[config.mk]
export PLATFORM = sky130hd
export DESIGN_NAME = iot_active_monitor
export DESIGN_NICKNAME = d
export VERILOG_FILES = /design/src/rtl/iot_mon_pkg.sv /design/src/rtl/iot_alarm_hyst.sv /design/src/rtl/iot_active_monitor.sv
export SDC_FILE = /design/constraint.sdc
export NUM_CORES = 1
export LEC_CHECK = 0
export CAP_MARGIN = 5
export CORE_MARGIN = 5
export CORE_UTILIZATION = 45
export DETAILED_ROUTE_END_ITERATION = 8
export PLACE_DENSITY_LB_ADDON = 0.15
export SLEW_MARGIN = 20
export SYNTH_ARGS = -nofsm -noshare
export SYNTH_HDL_FRONTEND = slang
export SYNTH_HIERARCHICAL = 1
export SYNTH_SLANG_ARGS = --single-unit
[constraint.sdc]
create_clock -name clk -period 4.45 [get_ports clk]
set_input_delay 0.445 -clock clk [delete_from_list [all_inputs] [get_ports clk]]
set_output_delay 0.445 -clock clk [all_outputs]
set_load 0.005 [all_outputs]
[src/rtl/iot_mon_pkg.sv]
// iot_mon_pkg: shared constants, count type and clog2 helper for the active-device monitor
package iot_mon_pkg;

    localparam int DEF_N_DEV    = 16;
    localparam int DEF_CNT_W    = 8;
    localparam int DEF_DEDUP    = 1;
    localparam int DEF_ALARM_HI = 12;
    localparam int DEF_ALARM_LO = 8;

    // Wide enough for any legal counter width; narrower counts are zero-extended.
    localparam int OCC_W = 16;

    typedef logic [OCC_W-1:0] occupancy_t;

    function automatic int clog2(input int v);
        int r;
        r = 0;
        while ((1 << r) < v) r++;
        return r;
    endfunction

endpackage

[src/rtl/iot_alarm_hyst.sv]
// iot_alarm_hyst: registered hysteretic threshold flag on the post-update occupancy
module iot_alarm_hyst
    import iot_mon_pkg::*;
(
    input  logic       clk,
    input  logic       rst,
    input  occupancy_t count,
    input  occupancy_t alarm_hi,
    input  occupancy_t alarm_lo,
    output logic       alarm
);

    logic r_alarm;

    // Set at or above the high mark, clear at or below the low mark, hold in between.
    always_ff @(posedge clk) begin
        if (rst)                    r_alarm <= 1'b0;
        else if (count >= alarm_hi) r_alarm <= 1'b1;
        else if (count <= alarm_lo) r_alarm <= 1'b0;
    end

    assign alarm = r_alarm;

endmodule

[src/rtl/iot_active_monitor.sv]
// iot_active_monitor: tracks on/off device events into an active map, occupancy count, peak and alarm
module iot_active_monitor
    import iot_mon_pkg::*;
#(
    parameter  int N_DEV    = DEF_N_DEV,
    parameter  int CNT_W    = DEF_CNT_W,
    parameter  int DEDUP    = DEF_DEDUP,
    parameter  int ALARM_HI = DEF_ALARM_HI,
    parameter  int ALARM_LO = DEF_ALARM_LO,
    localparam int ID_W     = (clog2(N_DEV) < 1) ? 1 : clog2(N_DEV)
)(
    input  logic             clk,
    input  logic             rst,
    input  logic             change,
    input  logic             on_off,
    input  logic [ID_W-1:0]  dev_id,
    input  logic             clr_peak,
    output logic [CNT_W-1:0] counter_out,
    output logic [N_DEV-1:0] active_map,
    output logic [CNT_W-1:0] peak_out,
    output logic             alarm,
    output logic             dup_evt,
    output logic             bad_id
);

    localparam logic [CNT_W-1:0] CNT_MAX = '1;

    if (N_DEV < 2 || N_DEV > 256) begin : g_bad_ndev
        $error("N_DEV must be in 2..256");
    end
    if ((2 ** CNT_W) - 1 < N_DEV) begin : g_bad_cntw
        $error("CNT_W too narrow to count N_DEV devices");
    end
    if (CNT_W > OCC_W) begin : g_bad_occ
        $error("CNT_W exceeds occupancy_t width");
    end
    if (ALARM_LO >= ALARM_HI) begin : g_bad_thr
        $error("ALARM_LO must be below ALARM_HI");
    end

    logic [N_DEV-1:0] r_map;
    logic [CNT_W-1:0] r_cnt;
    logic [CNT_W-1:0] r_peak;
    logic             r_dup;
    logic             r_bad;

    logic [N_DEV-1:0] w_onehot;
    logic [N_DEV-1:0] w_map_nxt;
    logic [CNT_W-1:0] w_cnt_nxt;
    logic             w_id_ok;
    logic             w_cur;
    logic             w_inc;
    logic             w_dec;
    logic             w_dup;
    logic             w_bad;

    // Classify the event: real transition, redundant/saturated, or out-of-range id.
    always_comb begin
        w_onehot  = N_DEV'(1) << dev_id;
        w_id_ok   = (DEDUP == 0) || (int'(dev_id) < N_DEV);
        w_cur     = |(r_map & w_onehot);
        w_inc     = change & w_id_ok & on_off & ((DEDUP != 0) ? ~w_cur : (r_cnt != CNT_MAX));
        w_dec     = change & w_id_ok & ~on_off & ((DEDUP != 0) ? w_cur : (r_cnt != '0));
        w_bad     = change & ~w_id_ok;
        w_dup     = change & w_id_ok & ~w_inc & ~w_dec;
        w_cnt_nxt = r_cnt + CNT_W'(w_inc) - CNT_W'(w_dec);
        w_map_nxt = (DEDUP == 0) ? '0 :
                    w_inc        ? (r_map | w_onehot) :
                    w_dec        ? (r_map & ~w_onehot) : r_map;
    end

    // Commit map, count, pulses and peak; clr_peak reloads with this cycle's count.
    always_ff @(posedge clk) begin
        if (rst) begin
            r_map  <= '0;
            r_cnt  <= '0;
            r_peak <= '0;
            r_dup  <= 1'b0;
            r_bad  <= 1'b0;
        end else begin
            r_map <= w_map_nxt;
            r_cnt <= w_cnt_nxt;
            r_dup <= w_dup;
            r_bad <= w_bad;
            if (clr_peak || (w_cnt_nxt > r_peak)) r_peak <= w_cnt_nxt;
        end
    end

    iot_alarm_hyst u_alarm (
        .clk      (clk),
        .rst      (rst),
        .count    (occupancy_t'(w_cnt_nxt)),
        .alarm_hi (occupancy_t'(ALARM_HI)),
        .alarm_lo (occupancy_t'(ALARM_LO)),
        .alarm    (alarm)
    );

    assign counter_out = r_cnt;
    assign active_map  = r_map;
    assign peak_out    = r_peak;
    assign dup_evt     = r_dup;
    assign bad_id      = r_bad;

endmodule

==> summary.txt, run 1 <==
DR WL/cell: 13.0 um
Post-DP HPWL: 6.14 mm
Post-synth ARST share: 0
synthesized area per cell: 7.67 um2
PwrDens: 567 mW/mm2
Starting Density: 0.456
final setup vio count: 0
Final nets: 576
Reg2Reg Depth: 19
Layout Cells excl Fill: 600
post-synth top area share: 0.224
# fillers: 590
critical path's top delay family: simple AND/OR/NAND/NOR gates
Cell variety after synth: 63
share of cells above drive strength 1: 0.187
yosys warns: 6
Cell Int Power: 0.00133 W
crit path capture: u_alarm/alarm
critical path launch point type: input port
Setup crit start: dev_id[2]
flop-to-flop setup slack: 0.13 ns
PortBufs: 42
commonest non-fill, non-tap cells in the layout: inv_1 (58), conb_1 (49), ha_1 (46), buf_4 (45), nand2_1 (40)
Max stage delay cell, worst path: or4b_1
CP Depth: 20
CTS tree: done
outcome: complete, no violations
clock sinks: 34
Yosys reg bits: 34
critical path class: in2reg
Die H: 92.3 um
worst vdd ir: 0.302 mV
vias in the first global route: 3001
DRC viols: 0
DR vias: 3191
Crit. End Element: flop
Switching Share: 0.444
post-route cell area: 0.00421 mm2
Die Footprint: 0.00851 mm2
GRT Util Overall: 0.191
min Tclk post-route: 4.34 ns
Reg area: 684 um2
Root Buffer: clkbuf_8
Final Wtd Congestion: 0.971
DR vias/cell: 5.32
DRT iter0 DRCs: 132
H-tree levels: 2
Final ANT Viol Nets: 0
final hold vios: 0
Antenna diodes: 0
WHS: 0.476 ns
Crit path buffers/inverters: 3
clk_skew: 0.00588 ns
area leader, netlist: dfxtp_1
clk slew on worst S/H paths: 0.08 ns
Post-synth EDFFs: 0
worst path cell trace: clkbuf_2 -> mux2i_2 -> o32ai_4 -> a311o_1 -> nor3_2 -> nor3b_2 -> ha_2 -> inv_1 -> fa_2 -> nor2b_2 -> o31a_1 -> o211a_1 -> or3_4 -> buf_4 -> ha_1 -> nand2_1 -> nor3_2 -> a21oi_2 -> or4b_1 -> o221ai_1
initial antenna violation count: 0
Final Max Tran Viols: 0
slowest stage delay, CP: 0.51 ns
LEAKAGE: 1.77 nW
# rows: 30
Ports: 44
Core ar.: 0.00668 mm2
final worst-path cycle share: 0.975
commonest non-fill, non-tap cell in the layout: inv_1
Syn Inst Count: 397
CTS Buf Count: 5
Hold WC Path Type: reg2reg
Multi-input gate area: 0.00236 mm2
Area Growth Syn to Fin: 38.2%
total gr overflow: 0
Max Fclk: 0.230 GHz
CP Data Arrival Time: 4.55 ns
first-pass GRT wire length: 13.4 mm
largest net degree at the start of global routing: 22
power share of the clock group: 0.103
Die Wd: 92.3 um
Comb pwr share: 0.726
DP Area: 0.00400 mm2
Seq pwr share: 0.170
worst-path fanout max: 4
register area share after synthesis: 0.224
switching power: 0.00106 W
worst endpoint required time: 4.66 ns
mapped cell area: 0.00305 mm2
top_reg_cell synth: dfxtp_1
clk buf depth: 2
DRT Wirelength: 7.82 mm
Clock Latency Late Sink: 0.29 ns
maxcap violations: 0
dpl cells: 586
Worst path most repeated cell: nor3_2
r2r endpoint: u_alarm/alarm
DRT Pass-1 Iters: 4
Area contributors post-synth: dfxtp_1 (22%), ha_1 (19%), inv_1 (7.3%), nand2_1 (4.9%), a21oi_1 (4.4%)
## power by group through the flow
stage	combinational, W	sequential (W)	clock [W]
after floorplan	0.00106	0.000413	0
after global placement	0.00163	0.000414	0
after detailed placement	0.00165	0.000414	0
after CTS	0.00170	0.000408	0.000253
after global routing	0.00197	0.000413	0.000263
final	0.00174	0.000407	0.000247
## worst min path at each step
stage	from	to	slack [ns]	depth (start not counted)
after detailed placement	peak_out[5]	peak_out[5]	0.47	2
after global routing	peak_out[0]	peak_out[0]	0.50	2
after CTS	peak_out[5]	peak_out[5]	0.48	2
final	peak_out[4]	peak_out[4]	0.48	2
after floorplan	peak_out[3]	peak_out[3]	0.46	2
after global placement	peak_out[4]	peak_out[4]	0.46	2
## through the flow
step / TNS (ns) / utilization / total power, W / worst slack, ns
after global routing: -0.0182 / 0.630 / 0.00265 / -0.0182
after CTS: 0 / 0.622 / 0.00236 / 0.0642
after global placement: -4.09 / 0.598 / 0.00204 / -0.484
final: 0 / 0.630 / 0.00239 / 0.109
after detailed placement: -4.77 / 0.598 / 0.00207 / -0.589
after floorplan: -0.00209 / - / 0.00147 / -0.00209
## final cells by class
class | instances | share of cell area
tap | 80 | 0.0238
clock inverter | 2 | 0.00297
sequential | 34 | 0.163
clock buffer | 6 | 0.0196
timing repair buffer | 88 | 0.178
inverter | 59 | 0.0526
multi-input combinational | 331 | 0.560
## per-layer routing
| metal | vias up | part of all wire | global-route usage |
|---|---|---|---|
| met2 | 75 | 0.49 | 0.338 |
| met1 | 1485 | 0.44 | 0.234 |
| met3 | 14 | 0.045 | 0.0295 |
| met4 | 0 | 0.024 | 0.0644 |
| li1 | 1617 | - | - |
| met5 | - | 0 | 0 |
## synth_stat cells (2+ instances only)
library cell and n:
nand3b_1 7, o211a_1 2, ha_1 47, mux2i_1 3, o21a_1 2, a21boi_0 2, dfxtp_1 34, conb_1 2
o22ai_1 4, nand2_1 40, nor2_1 13, a211oi_1 3, o21ai_0 20, or3_1 2, nor3b_1 2, inv_1 59
a32o_1 2, nor2b_1 2, a2111oi_0 14, buf_1 2, nand2b_1 5, clkbuf_1 8, nand4_1 3, buf_2 8
or2_2 2, nor3_1 15, and4_1 2, a21oi_1 27, xnor2_1 2, nand3_1 16, o21ai_1 3, o32ai_1 3
a21o_1 3, a221o_1 3, o31ai_1 3, and2_1 4, nor4_1 2
## cell families (layout without fill, tap and decap cells)
family	after synthesis	count (layout)	share of synthesized area
adders and majority gates	48	48	0.200
muxes	3	3	0.00986
DFF	34	34	0.223
and+or+nand+nor	124	124	0.213
xor gates and xnor gates	3	3	0.00863
buffers and inverters	79	155	0.104
other	2	49	0.00247
AOI/OAI and AO/OA	104	104	0.239
## worst register-to-register path: stages, from the launching register on
cell and delay [ns]:
dfxtp_1 0.35, mux2i_2 0.24, o32ai_4 0.13, a311o_1 0.37, nor3_2 0.24, nor3b_2 0.08, ha_2 0.19, inv_1 0.07
fa_2 0.22, nor2b_2 0.05, o31a_1 0.32, o211a_1 0.23, or3_4 0.38, buf_4 0.16, ha_1 0.27, nand2_1 0.09
nor3_2 0.18, a21oi_2 0.08, or4b_1 0.51, o221ai_1 0.08
## timing repair
item / CTS / global route
endpoints found under the setup margin: 9 / 9
resized for setup: 15 / 24
pin swaps: 13 / 8
hold buffers: 0 / 0
buffers inserted: 4 / 2
No activity file was read; power rests on OpenSTA's default activity.
==> run 2, diff against run 1 <==
SYNTH_HIERARCHICAL = default   (was 1)
==> run 2 against run 1 <==
Compared with the run above: clock skew about the same; sequential cell count stayed put; synthesized cell count shrank 41%; fmax is 3.9% higher; clock-buffer cell count is the same; cell count down 42%; register-to-register slack gained 0.23 ns; clock power down 8%; global-route usage decreased by 0.67 points; via count decreased by 38%; critical path type unchanged; critical endpoint is now peak_out[5].
==> summary.txt, run 2 <==
outcome: complete, no violations (unchanged)
DRT Pass-1 Iters: 5 (was 4)
Reg area: 681 um2 (was 684 um2)
total gr overflow: 0 (unchanged)
Core ar.: 0.00438 mm2 (was 0.00668 mm2)
initial antenna violation count: 0 (unchanged)
min Tclk post-route: 4.18 ns (was 4.34 ns)
Final Max Tran Viols: 0 (unchanged)
most frequent cell after synthesis: dfxtp_1 (was inv_1)
first-pass GRT wire length: 8.99 mm (was 13.4 mm)
DP Area: 0.00267 mm2 (was 0.00400 mm2)
vias in the first global route: 1810 (was 3001)
worst-path fanout max: 4 (unchanged)
Max Fclk: 0.239 GHz (was 0.230 GHz)
post-synth top area share: 0.331 (was 0.224)
# fillers: 390 (was 590)
Reg2Reg Depth: 20 (was 19)
final worst-path cycle share: 0.939 (was 0.975)
r2r endpoint: peak_out[5] (was u_alarm/alarm)
postcts setup bufs: 0 (was 4)
Root Buffer: clkbuf_8 (unchanged)
DR vias/cell: 5.61 (was 5.32)
Die Footprint: 0.00602 mm2 (was 0.00851 mm2)
maxcap violations: 0 (unchanged)
PortBufs: 42 (unchanged)
worst-margin pin slew: 0.621 ns
Crit. End Element: flop (unchanged)
highest metal used: met4 (unchanged)
clk_skew: 0.00604 ns (was 0.00588 ns)
Setup crit start: dev_id[2] (unchanged)
hold depth: 2 (unchanged)
Ports: 44 (unchanged)
critical path launch point type: input port (unchanged)
syn nets: 261
Syn Inst Count: 236 (was 397)
clk buf depth: 2 (unchanged)
worst endpoint required time: 4.63 ns (was 4.66 ns)
CTS Buf Count: 5 (unchanged)
# rows: 24 (was 30)
DR WL/cell: 16.0 um (was 13.0 um)
DRC viols: 0 (unchanged)
met2 WL: 2.34 mm (was 3.84 mm)
final setup margin: 0.273 ns (was 0.109 ns)
Antenna diodes: 0 (unchanged)
pre-CTS setup slack: -0.538 ns (was -0.589 ns)
PwrDens: 674 mW/mm2 (was 567 mW/mm2)
DRT iter0 DRCs: 191 (was 132)
Cell variety after synth: 45 (was 63)
DR vias: 1963 (was 3191)
area leader, netlist: dfxtp_1 (unchanged)
critical path class: in2reg (unchanged)
register area share after synthesis: 0.331 (was 0.224)
Hold WC Path Type: reg2reg (unchanged)
final hold vios: 0 (unchanged)
Final ANT Viol Nets: 0 (unchanged)
Area contributors post-synth: dfxtp_1 (33%), ha_1 (9.1%), a32oi_1 (5.5%), mux2i_1 (5.4%), nor2_1 (4.2%) (was dfxtp_1 (22%), ha_1 (19%), inv_1 (7.3%), nand2_1 (4.9%), a21oi_1 (4.4%))
LEAKAGE: 1.11 nW (was 1.77 nW)
Die H: 77.6 um (was 92.3 um)
H-tree levels: 2 (unchanged)
commonest non-fill, non-tap cell in the layout: clkdlybuf4s50_1 (was inv_1)
worst vdd ir: 0.550 mV (was 0.302 mV)
Slew Limit Headroom: 0.585
clk slew on worst S/H paths: 0.07 ns (was 0.08 ns)
Multi-input gate area: 0.00126 mm2 (was 0.00236 mm2)
Clock Latency Late Sink: 0.29 ns (about the same)
yosys warns: 0 (was 6)
dpl cells: 344 (was 586)
top_reg_cell synth: dfxtp_1 (unchanged)
Post-synth ARST share: 0 (unchanged)
share of cells above drive strength 1: 0.174 (was 0.187)
Yosys reg bits: 34 (unchanged)
Die Wd: 77.6 um (was 92.3 um)
Met3 Wirelength: 371 um (was 350 um)
commonest non-fill, non-tap cells in the layout: clkdlybuf4s50_1 (38), dfxtp_1 (34), buf_4 (25), nor2_1 (23), inv_1 (19) (was inv_1 (58), conb_1 (49), ha_1 (46), buf_4 (45), nand2_1 (40))
largest net degree at the start of global routing: 21 (was 22)
Starting Density: 0.469 (was 0.456)
CTS tree: done (unchanged)
Post-DP HPWL: 4.19 mm (was 6.14 mm)
RSZ-0062 raised after global routing: no
Final nets: 324 (was 576)
Area Growth Syn to Fin: 35.3% (was 38.2%)
post-route cell area: 0.00278 mm2 (was 0.00421 mm2)
flop-to-flop setup slack: 0.36 ns (was 0.13 ns)
mapped cell area: 0.00205 mm2 (was 0.00305 mm2)
Final Wtd Congestion: 0.915 (was 0.971)
Final TNS setup: 0 ns (unchanged)
final setup vio count: 0 (unchanged)
Post-synth EDFFs: 0 (unchanged)
# hold bufs at CTS: 0 (unchanged)
CP Data Arrival Time: 4.35 ns (was 4.55 ns)
synthesized area per cell: 8.71 um2 (was 7.67 um2)
synth cell count leaders: dfxtp_1 (34), nor2_1 (23), inv_1 (19), a21oi_1 (17), ha_1 (15) (was inv_1 (59), ha_1 (47), nand2_1 (40), dfxtp_1 (34), a21oi_1 (27))
GRT Util Overall: 0.184 (was 0.191)
DRT Wirelength: 5.60 mm (was 7.82 mm)
met1 WL: 2.83 mm (was 3.44 mm)
clock sinks: 34 (unchanged)
Layout Cells excl Fill: 350 (was 600)
[run 2: changes by cell type in the layout (fill, tap and decap cells not counted), moves of 11 or more]
cell / delta
buf_4: -20
a2111oi_0: -13
inv_1: -39
o21ai_0: -13
ha_1: -31
a21oi_1: -11
a32oi_1: +13
nand2_1: -32
a31oi_1: +12
conb_1: -48
[run 2: worst max path at each step]
stage                        endpoint  slack (ns)
after detailed placement  peak_out[5]       -0.54
after global placement    peak_out[1]       -0.45
after floorplan           peak_out[0]        0.03
after global routing      peak_out[6]        0.01
final                     peak_out[5]        0.27
after CTS                 peak_out[5]       0.001
[run 2: stage by stage]
step / util / power, W / hold WS (ns)
after floorplan: - / 0.00114 / 0.459
after global placement: 0.610 / 0.00160 / 0.469
after detailed placement: 0.610 / 0.00160 / 0.476
after CTS: 0.630 / 0.00185 / 0.486
after global routing: 0.634 / 0.00202 / 0.514
final: 0.634 / 0.00187 / 0.491
[run 2: repair_timing]
action                                 in CTS  in global routing
setup endpoints to repair                   8                  8
cloned                                      0                  0
pin swaps                                   1                  4
resized for setup                           6                 14
endpoints found under the hold margin       0                  0
[run 2: area by class of cell]
class	count	area share
inverter	19	0.0257
multi-input combinational	170	0.455
clock buffer	6	0.0297
timing repair buffer	69	0.221
tap	52	0.0234
sequential	34	0.245
[run 2: power by group]
part	total (W)	leakage, nW	internal, W	switching (W)
combinational	0.00124	0.787	0.000639	0.000599
clock	0.000228	0.0431	0.000119	0.000109
sequential	0.000406	0.278	0.000366	0.0000406
total	0.00187	1.11	0.00112	0.000749
[run 2: metal layers]
metal  vias to the layer above  GRT usage
li1                        984          -
met1                       904      0.274
met2                        68      0.261
met3                         7     0.0440
met4                         0     0.0550
met5                         -          0
[run 2: kinds of logic after synthesis]
kind of cell,count (synthesis),synth area share
buffers and inverters,32,0.0682
muxes,11,0.0536
xor gates and xnor gates,7,0.0298
and+or+nand+nor,67,0.173
other,1,0.00183
AOI/OAI and AO/OA,68,0.241
DFF,34,0.331
adders and majority gates,16,0.101
[run 2: critical path, cell delays in order]
cell and delay, ns:
dlygate4sd2_1 0.29, or3b_1 0.37, a21boi_1 0.16, o21ai_1 0.10, o211ai_2 0.12, xor2_1 0.12
and2_1 0.18, ha_1 0.21, fa_2 0.36, a211oi_2 0.23, o21bai_1 0.11, a21oi_2 0.17
xnor2_1 0.11, ha_1 0.30, nand4_1 0.12, nor3_2 0.22, a21oi_1 0.09, a211oi_4 0.26
buf_6 0.16, mux2i_1 0.19, nor2_1 0.05
==> variant: new RTL, flow settings as in run 2 <==
Remove the register `r_dup`: a continuous assignment takes its place, so the output `dup_evt` follows one clock earlier.
--- a/src/rtl/iot_active_monitor.sv
+++ b/src/rtl/iot_active_monitor.sv
@@ -75,16 +75,16 @@
             r_map  <= '0;
             r_cnt  <= '0;
             r_peak <= '0;
-            r_dup  <= 1'b0;
             r_bad  <= 1'b0;
         end else begin
             r_map <= w_map_nxt;
             r_cnt <= w_cnt_nxt;
-            r_dup <= w_dup;
             r_bad <= w_bad;
             if (clr_peak || (w_cnt_nxt > r_peak)) r_peak <= w_cnt_nxt;
         end
     end
+
+    assign r_dup = w_dup;
 
     iot_alarm_hyst u_alarm (
         .clk      (clk),
Formal check against the unedited RTL: not equivalent (a bounded check fails within 4 cycles, from zero or initial values and one cycle with rst high).
==> variant against run 2 <==
Setup slack improved by 7.7 ps; cell area fell by 1.1%; non-clock buffer count rose by 1; fmax rose by 0.19%; synthesized area fell by 0.91%; sequential cell count fell by 1; clock power fell by 4%; global-route usage rose by 0.75 points; clock skew rose by 0.71 ps; power rose by 0.34%; wire length fell by 1.6%; largest cell class unchanged.
==> variant: results (changes against run 2) <==
* Status: finished, final reports clean
* IO Port Bufs at 42 (unchanged)
* Synthesized Nets at 267 (+2.3%)
* Pin count of the biggest net entering global routing at 19 (-9.5%)
* Die X at 77.26 microns (-0.40%)
* Hold WC Path Type: register to register
* Peak supply drop at 0.7166 mV (+30%)
* Htree depth at 2 (unchanged)
* Worst Skew at 6.751 ps (+0.7114 ps)
* DRT Pass-1 Iters at 5 (unchanged)
* CTS buffer count at 5 (unchanged)
* Non-filler cells, final at 359 (+2.6%)
* Vias at 2013 (+2.5%)
* Top cells by count, synth: 33 x dfxtp_1, 27 x nor2_1, 20 x inv_1, 19 x a21oi_1, 15 x ha_1
* Pre-CTS setup slack at -629.3 ps (-91.75 ps)
* Dominant cells by area after synthesis: dfxtp_1 32%, ha_1 9.2%, nor2_1 5.0%
* Leak pwr at 1.108 nW (about the same)
* Layout cell share with drive strength beyond 1 at 15.64% (-1.8 points)
* Final wirelength at 5.507 mm (-1.6%)
* Worst slew margin at 59.34% (+0.84 points)
* Clk pin slew, worst setup/hold paths at 70 ps (about the same)
* # nets final at 331 (+2.2%)
* Fill count at 395 (+1.3%)
* Residual DRC count at 0 (unchanged)
* Placed insts at 350 (+1.7%)
* Vias in the first global route at 1888 (+4.3%)
* Number of antenna diodes at 0 (unchanged)
* GPL Wtd Cong at 0.9376 (+2.5%)
* Clock Latency Late Sink at 280 ps
* Synth warn at 0 (unchanged)
* Asr flop ratio synth at 0% (unchanged)
* CP Max Fanout at 13 (+9)
* Global Route Usage Sum at 19.17% (+0.75 points)
* Post-synth cell types at 44 (-2.2%)
* Crit path arrival time at 4320 ps (-30 ps)
* Root Buffer: clkbuf_8
* First-pass GRT wire length at 9.301 mm (+3.5%)
* Clock Path Buffers at 2 (unchanged)
* Antenna violations before repair at 0 (unchanged)
* Mean Syn Cell Area at 8.412 sq um (-3.4%)
* Top FF cell, synth: dfxtp_1
* Post-DP HPWL at 4.117 mm (-1.7%)
* Register area share after synthesis at 32.45% (-0.68 points)
* Number of DRC markers in iteration 0 at 228 (+19%)
[variant: cell types whose count changed after synthesis, moves of 2 or more]
cell             run 2  this run
nand2_1              8        13
a21oi_1             17        19
o21bai_1             2         0
nor2_1              23        27
a32oi_1             13        11
[variant: repair_timing]
| action | CTS | global route |
|---|---|---|
| buffers inserted | 0 | 1 |
| setup endpoints to repair | 8 | 8 |
| gates resized for setup | 6 | 13 |
| pin swaps | 0 | 7 |
| hold endpoints to repair | 0 | 0 |
[variant: cell type report]
class | count | share of cell area [%]
multi-input combinational | 175 | 45.33
tap | 52 | 2.367
inverter | 21 | 2.868
timing repair buffer | 70 | 22.49
sequential | 33 | 24.03
clock buffer | 8 | 2.913
[variant: report_power, final]
group          internal (W)  leakage (nW)  total, W  switching [W]
Clock              0.000111        0.0395  0.000218       0.000107
Combinational      0.000670         0.798   0.00126       0.000594
Sequential         0.000357         0.270  0.000398      0.0000412
Total               0.00114          1.11   0.00188       0.000742
[variant: cell families (layout without fill, tap and decap cells)]
family	count (synthesis)	count (layout)	synth area share [%]
fa+ha+maj	16	16	10.20
mux	10	10	4.917
compound gates	66	66	23.17
buf+inv	34	99	7.621
other cells	1	1	0.1842
flops	33	33	32.45
xor+xnor	7	7	3.012
simple gates	75	75	18.44
[variant: through the flow]
stage,setup TNS [ps],cell area [sq um]
detailed placement,-4852,2660
CTS,0,2741
finish,0,2749
global route,-29.36,2749
global placement,-4395,2660
floorplan,0,2048
[variant: final timing paths]
| path | start | endpoint | slack, ps | cells past startpoint |
|---|---|---|---|---|
| setup / recovery | register | peak_out[0] | 280 | 20 |
| hold / removal | register | register | 490 | 2 |
| setup reg to reg | register | peak_out[0] | 280 | 20 |
| hold reg to reg | register | register | 490 | 2 |
[variant: layer usage]
metal  global-route usage, %  share of wire (%)
met5                       0                  0
met4                   5.842                1.1
met3                   5.504                8.2
met2                   26.60                 42
met1                   28.25                 49
[variant: worst max-delay path, cell delays in order (launching register included)]
cell and delay (ps):
dfxtp_1 380, and4b_1 260, a31oi_4 50, and2_1 200, o211ai_2 190, buf_4 230, nand2b_1 120, ha_1 280
a21o_1 180, a31o_2 240, a21oi_1 190, xor2_1 220, inv_1 90, ha_1 310, nand4_1 130, nor3_2 210
nor2_1 100, a211oi_4 250, buf_6 160, mux2i_1 180, nor2_1 50
